$ cat src/rtl/sprite_blitter.sv
// Sprite blitter: copies a packed RGB565 sprite into a 128x64 background, skipping transparent pixels.
// Optional macro SPRITE_BLITTER_CLIP_EN drops pixels falling outside the background instead of wrapping.
module sprite_blitter #(
  parameter logic [15:0] TRANSP_COLOR = 16'hF81F
) (
  input  logic        clk,
  input  logic        reset,
  input  logic        start,
  input  logic [11:0] spr_base,
  input  logic [6:0]  spr_w,
  input  logic [6:0]  spr_h,
  input  logic [7:0]  dst_x,
  input  logic [6:0]  dst_y,
  output logic        busy,
  output logic        done,
  output logic [11:0] pic_address,
  output logic        pic_chipselect,
  output logic        pic_clken,
  output logic        pic_write,
  output logic [15:0] pic_writedata,
  output logic [1:0]  pic_byteenable,
  input  logic [15:0] pic_readdata,
  output logic [12:0] bg_address,
  output logic        bg_chipselect,
  output logic        bg_clken,
  output logic        bg_write,
  output logic [15:0] bg_writedata,
  output logic [1:0]  bg_byteenable,
  input  logic [15:0] bg_readdata
);

  typedef enum logic [2:0] {
    S_IDLE = 3'd0,
    S_RD   = 3'd1,
    S_WAIT = 3'd2,
    S_WR   = 3'd3,
    S_DONE = 3'd4
  } state_t;

  state_t      state_q, state_d;
  logic [11:0] base_q, base_d;
  logic [6:0]  w_q, w_d;
  logic [6:0]  h_q, h_d;
  logic [7:0]  dx_q, dx_d;
  logic [6:0]  dy_q, dy_d;
  logic [6:0]  col_q, col_d;
  logic [6:0]  row_q, row_d;
  logic [11:0] idx_q, idx_d;
  logic [15:0] pix_q, pix_d;

  logic [8:0]  x_full;
  logic [7:0]  y_full;
  logic        last_col;
  logic        last_pix;
  logic        writable;
  logic        do_write;

  // idx_q is the linear pixel index row*spr_w+col, so no multiplier is needed
  always_ff @(posedge clk) begin
    if (reset) begin
      state_q <= S_IDLE;
      col_q   <= 7'd0;
      row_q   <= 7'd0;
      idx_q   <= 12'd0;
      pix_q   <= 16'd0;
    end else begin
      state_q <= state_d;
      col_q   <= col_d;
      row_q   <= row_d;
      idx_q   <= idx_d;
      pix_q   <= pix_d;
    end
  end

  always_ff @(posedge clk) begin
    base_q <= base_d;
    w_q    <= w_d;
    h_q    <= h_d;
    dx_q   <= dx_d;
    dy_q   <= dy_d;
  end

  assign last_col = (col_q == w_q - 7'd1);
  assign last_pix = last_col && (row_q == h_q - 7'd1);

  always_comb begin
    state_d = state_q;
    base_d  = base_q;
    w_d     = w_q;
    h_d     = h_q;
    dx_d    = dx_q;
    dy_d    = dy_q;
    col_d   = col_q;
    row_d   = row_q;
    idx_d   = idx_q;
    pix_d   = pix_q;
    unique case (state_q)
      S_IDLE: begin
        if (start) begin
          base_d  = spr_base;
          w_d     = spr_w;
          h_d     = spr_h;
          dx_d    = dst_x;
          dy_d    = dst_y;
          col_d   = 7'd0;
          row_d   = 7'd0;
          idx_d   = 12'd0;
          state_d = (spr_w == 7'd0 || spr_h == 7'd0) ? S_DONE : S_RD;
        end
      end
      S_RD: state_d = S_WAIT;
      S_WAIT: begin
        pix_d   = pic_readdata;
        state_d = S_WR;
      end
      S_WR: begin
        idx_d = idx_q + 12'd1;
        if (last_col) begin
          col_d = 7'd0;
          row_d = row_q + 7'd1;
        end else begin
          col_d = col_q + 7'd1;
        end
        state_d = last_pix ? S_DONE : S_RD;
      end
      S_DONE: state_d = S_IDLE;
      default: state_d = S_IDLE;
    endcase
  end

  assign x_full = {1'b0, dx_q} + {2'b00, col_q};
  assign y_full = {1'b0, dy_q} + {1'b0, row_q};

`ifdef SPRITE_BLITTER_CLIP_EN
  assign writable = (x_full < 9'd128) && (y_full < 8'd64);
  logic unused_bits;
  assign unused_bits = ^bg_readdata;
`else
  assign writable = 1'b1;
  // Without clipping the high coordinate bits are discarded and the image wraps
  logic unused_bits;
  assign unused_bits = ^{bg_readdata, x_full[8:7], y_full[7:6]};
`endif

  assign do_write = (state_q == S_WR) && (pix_q != TRANSP_COLOR) && writable;

  always_comb begin
    busy           = 1'b0;
    done           = 1'b0;
    pic_address    = 12'd0;
    pic_chipselect = 1'b0;
    pic_clken      = 1'b0;
    pic_write      = 1'b0;
    pic_writedata  = 16'd0;
    pic_byteenable = 2'b11;
    bg_address     = 13'd0;
    bg_chipselect  = 1'b0;
    bg_clken       = 1'b0;
    bg_write       = 1'b0;
    bg_writedata   = 16'd0;
    bg_byteenable  = 2'b00;
    unique case (state_q)
      S_IDLE: busy = 1'b0;
      S_RD: begin
        busy           = 1'b1;
        pic_address    = base_q + idx_q;
        pic_chipselect = 1'b1;
        pic_clken      = 1'b1;
      end
      S_WAIT: busy = 1'b1;
      S_WR: begin
        busy = 1'b1;
        if (do_write) begin
          bg_address    = {y_full[5:0], x_full[6:0]};
          bg_chipselect = 1'b1;
          bg_clken      = 1'b1;
          bg_write      = 1'b1;
          bg_writedata  = pix_q;
          bg_byteenable = 2'b11;
        end
      end
      S_DONE: begin
        busy = 1'b1;
        done = 1'b1;
      end
      default: busy = 1'b0;
    endcase
  end

endmodule

$ cat config.mk
export PLATFORM = sky130hd
export DESIGN_NAME = sprite_blitter
export DESIGN_NICKNAME = d
export VERILOG_FILES = /design/src/rtl/sprite_blitter.sv
export SDC_FILE = /design/constraint.sdc
export NUM_CORES = 1
export LEC_CHECK = 0
export CAP_MARGIN = 20
export CORE_MARGIN = 8
export CORE_UTILIZATION = 38
export DETAILED_ROUTE_END_ITERATION = 6
export GPL_ROUTABILITY_DRIVEN = 0
export GPL_TIMING_DRIVEN = 0
export PLACE_DENSITY = 0.76
export SLEW_MARGIN = 20
export SYNTH_ARGS = -nofsm -noshare
export SYNTH_HDL_FRONTEND = slang
export SYNTH_SLANG_ARGS = --single-unit
$ cat constraint.sdc
create_clock -name clk -period 9.5 [get_ports clk]
set_clock_uncertainty 0.1 [all_clocks]
set_input_delay 2.85 -clock clk [delete_from_list [all_inputs] [get_ports clk]]
set_output_delay 2.85 -clock clk [all_outputs]
set_load 0.005 [all_outputs]
==> impl_metrics.yaml, run 1 <==
floorplanning:
  rows: 42
  design.die.area_um2: 17300
  die_w_um: 131
  start_util: 0.385
  die_h_um: 131
  io_pins: 145
  coreArea_um2: 13100
min_path:
  min_from: "pix_q[11]"
  hp-class: "reg2reg"
  hold_path_end: "pix_q[11]"
  whs_path_depth: 2
drt:
  vias: 4395
  drc: 0
  initialDrtViolationCount: 160
  wire_per_inst_um: 15.3
  viasPerCell: 5.12
  drt-total-wl_mm: 13.2
  postRouteAntennaNets: 0
  drtPass1Iterations: 4
run_status:
  status: "completed"
timing:
  fmax_mhz: 165
  fin_tns_setup_ps: 0
  drv_slew: 0
  grt_setup_unrepaired: "no"
  fin_crit_sh: 0.637
  period_minus_slack_ps: 6050
  hold_violations: 0
  worst_pin_slew_ps: 775
  slew_headroom: 0.479
  setup_viol: 0
critical_path:
  worst_path_max_delay_cell: "clkdlybuf4s50_1"
  cp-end-kind: "primary output"
  cp.required_ps: 6550
  reg2reg_from: "state_q[1]"
  cp_common_cell: "a21oi_1"
  critPathArrivalTime_ps: 3100
  ff2ff_setup_slack_ps: 6860
  ff2ff_path_depth: 9
  path_cells: "ha_1 -> fa_1 -> a21oi_1 -> o21bai_1 -> a21oi_1 -> o211ai_1 -> a311o_1 -> a21oi_1 -> clkdlybuf4s50_1"
  critPathMaxStageDelay_ps: 530
  cp-start-kind: "flip-flop"
  cp_max_fo: 3
  critPathKind: "reg2out"
  r2r-end: "idx_q[3]"
  path_delay_family: "compound AO/OA/AOI/OAI gates"
  cp_num_buf_inv: 1
clock_tree:
  cts.repair.resized: 0
  cts_buffers: 9
  cts_sinks: 84
  post_cts_buffers: 0
  clock_latency_ps: 350
  root_buffer: "clkbuf_16"
  htree_levels: 3
  clock_path_buffers: 2
  cts_hold_buf: 0
  cts.clk_slew.worst_paths_ps: 60
  tritoncts: "built"
job:
  cap_violations: 0
yosys:
  synthTopCellsByCount: "nand2_1 (55), a21oi_1 (48), nor2_1 (46), dfxtp_1 (45), edfxtp_1 (39)"
  yosys_warnings: 0
  syn_area_um2: 5060
  synthArstFlopShare: 0
  avgSynthCellArea_um2: 9.34
  netlist.area_leader.share: 0.231
  synth_top_area_cell: "edfxtp_1"
  seq_area_frac_synth: 0.409
  yosys_register_bits: 84
  netlist_instances: 542
  synth.most_common_cell: "nand2_1"
  synth_cell_type_count: 63
  synth_edf_count: 39
  synth_area_leaders: "edfxtp_1 (23%), dfxtp_1 (18%), ha_1 (6.7%), a21oi_1 (4.7%), nand2_1 (4.1%)"
  synth-main-ff-cell: "dfxtp_1"
finish:
  final_layout_size_suffix_gt1_frac: 0.0952
  regArea_um2: 2070
  multi_input_area_um2: 2700
  synthToLayoutAreaGrowth_pct: 32.9
  nets: 784
  fillers: 1211
  antenna-diode-count: 0
power_and_ir_drop:
  powerDensity_nw_per_um2: 166
  power_mw: 1.12
  p_leak_nw: 2.59
  vdd_drop_max_v: 0.000108
grt:
  antenna_found_initial: 0
  grt_overflow_total: 0
  grt_max_degree: 28
  grt_pass1_vias: 4569
  grt_usage: 0.154
  grt_pass1_wl_mm: 21.7
place:
  io_buffers: 107
  hpwl_mm: 10.4
[worst max-delay path by stage]
stage | from | to | slack (ps) | cells after the start
final | base_q[0] | pic_address[10] | 3450 | 9
after global routing | base_q[0] | pic_address[10] | 3230 | 9
after CTS | pix_q[7] | bg_address[8] | 3380 | 7
after detailed placement | pix_q[7] | bg_address[8] | 3770 | 7
after global placement | start | idx_q[8] | 2720 | 7
after floorplan | start | idx_q[8] | 4310 | 6
[stage by stage]
step | utilization | cells | cell area, um^2 | worst slack, ps | hold WS [ps]
final | 0.512 | 859 | 6730 | 3450 | 366
after global placement | 0.488 | 842 | 6420 | 2720 | 353
after floorplan | - | 559 | 5130 | 4310 | 340
after global routing | 0.512 | 859 | 6730 | 3230 | 392
after detailed placement | 0.491 | 843 | 6450 | 3770 | 358
after CTS | 0.512 | 859 | 6730 | 3380 | 367
[area by class of cell]
cell class / instances / area share
Buffer: 42 / 0.0413
Clock buffer: 9 / 0.0335
Clock inverter: 7 / 0.00855
Inverter: 21 / 0.0117
Multi-Input combinational cell: 412 / 0.401
Sequential cell: 84 / 0.308
Tap cell: 176 / 0.0327
Timing Repair Buffer: 108 / 0.163
[layout by cell type (no fill, tap or decap), types with 13 or more instances in the layout]
cell type | synthesis | final
xor2_1 | 13 | 13
ha_1 | 27 | 27
inv_1 | 21 | 21
and2_1 | 25 | 25
nor2_1 | 46 | 46
nand3_1 | 17 | 17
conb_1 | 2 | 19
clkdlybuf4s50_1 | 0 | 107
o21ai_0 | 13 | 13
buf_4 | 26 | 26
a21oi_1 | 48 | 48
nand2_1 | 55 | 55
edfxtp_1 | 39 | 39
dfxtp_1 | 45 | 45
xnor2_1 | 23 | 23
[registers in the layout (all words and copies together), names as in the netlist]
signal,count
col_q,7
w_q,7
base_q,12
idx_q,12
dx_q,7
row_q,7
state_q,3
h_q,7
dy_q,6
pix_q,16
[power by group]
part	switching (mW)	total [mW]	internal, mW
Sequential	0.0293	0.461	0.432
Combinational	0.168	0.322	0.154
Clock	0.153	0.334	0.181
Total	0.350	1.12	0.767
[worst reg2reg max path, cell delays in order, from the launching register on]
cell and delay (ps):
dfxtp_1 330, buf_2 200, nor2_1 90, nand3b_1 220
inv_1 90, clkbuf_2 420, buf_16 330, nor2_1 430
a21oi_1 80, a211oi_1 250
[cells by family after synthesis]
logic type	Yosys count	share of synthesized area
muxes	11	0.0225
DFF	84	0.409
AOI/OAI and AO/OA	112	0.146
buffers and inverters	63	0.0702
adders and majority gates	30	0.0786
other	2	0.00148
and+or+nand+nor	203	0.205
xor gates and xnor gates	37	0.0667
[per-layer routing]
layer	share of wire	up-vias	GRT usage
met1	0.40	2053	0.164
met4	0.023	0	0.0587
met2	0.50	153	0.274
met3	0.069	25	0.0530
met5	0	-	0
li1	-	2164	-
No activity file was read; power rests on OpenSTA's default activity.
==> inputs of run 2 (changes only) <==
Clock period 9.5 ns to 5.6 ns, I/O delays scaled along.
==> results of run 2 <==
The final DEF is identical to that of run 1. Status: completed.
Main changes from that run: setup slack after placement 3770 ps -> 1040 ps; setup slack after layout 3450 ps -> 716 ps; register-to-register setup slack 6860 ps -> 2960 ps; total power 1.12 mW -> 1.89 mW; worst IR drop on VDD 0.000108 V -> 0.000184 V
==> inputs of run 3 (changes only) <==
Settings changed: GPL_ROUTABILITY_DRIVEN 0 to unset.
==> results of run 3 <==
The final DEF is identical to that of run 1. Status: completed.
Main changes from that run: setup slack after placement 3770 ps -> 1040 ps; setup slack after layout 3450 ps -> 716 ps; register-to-register setup slack 6860 ps -> 2960 ps; total power 1.12 mW -> 1.89 mW; worst IR drop on VDD 0.000108 V -> 0.000184 V
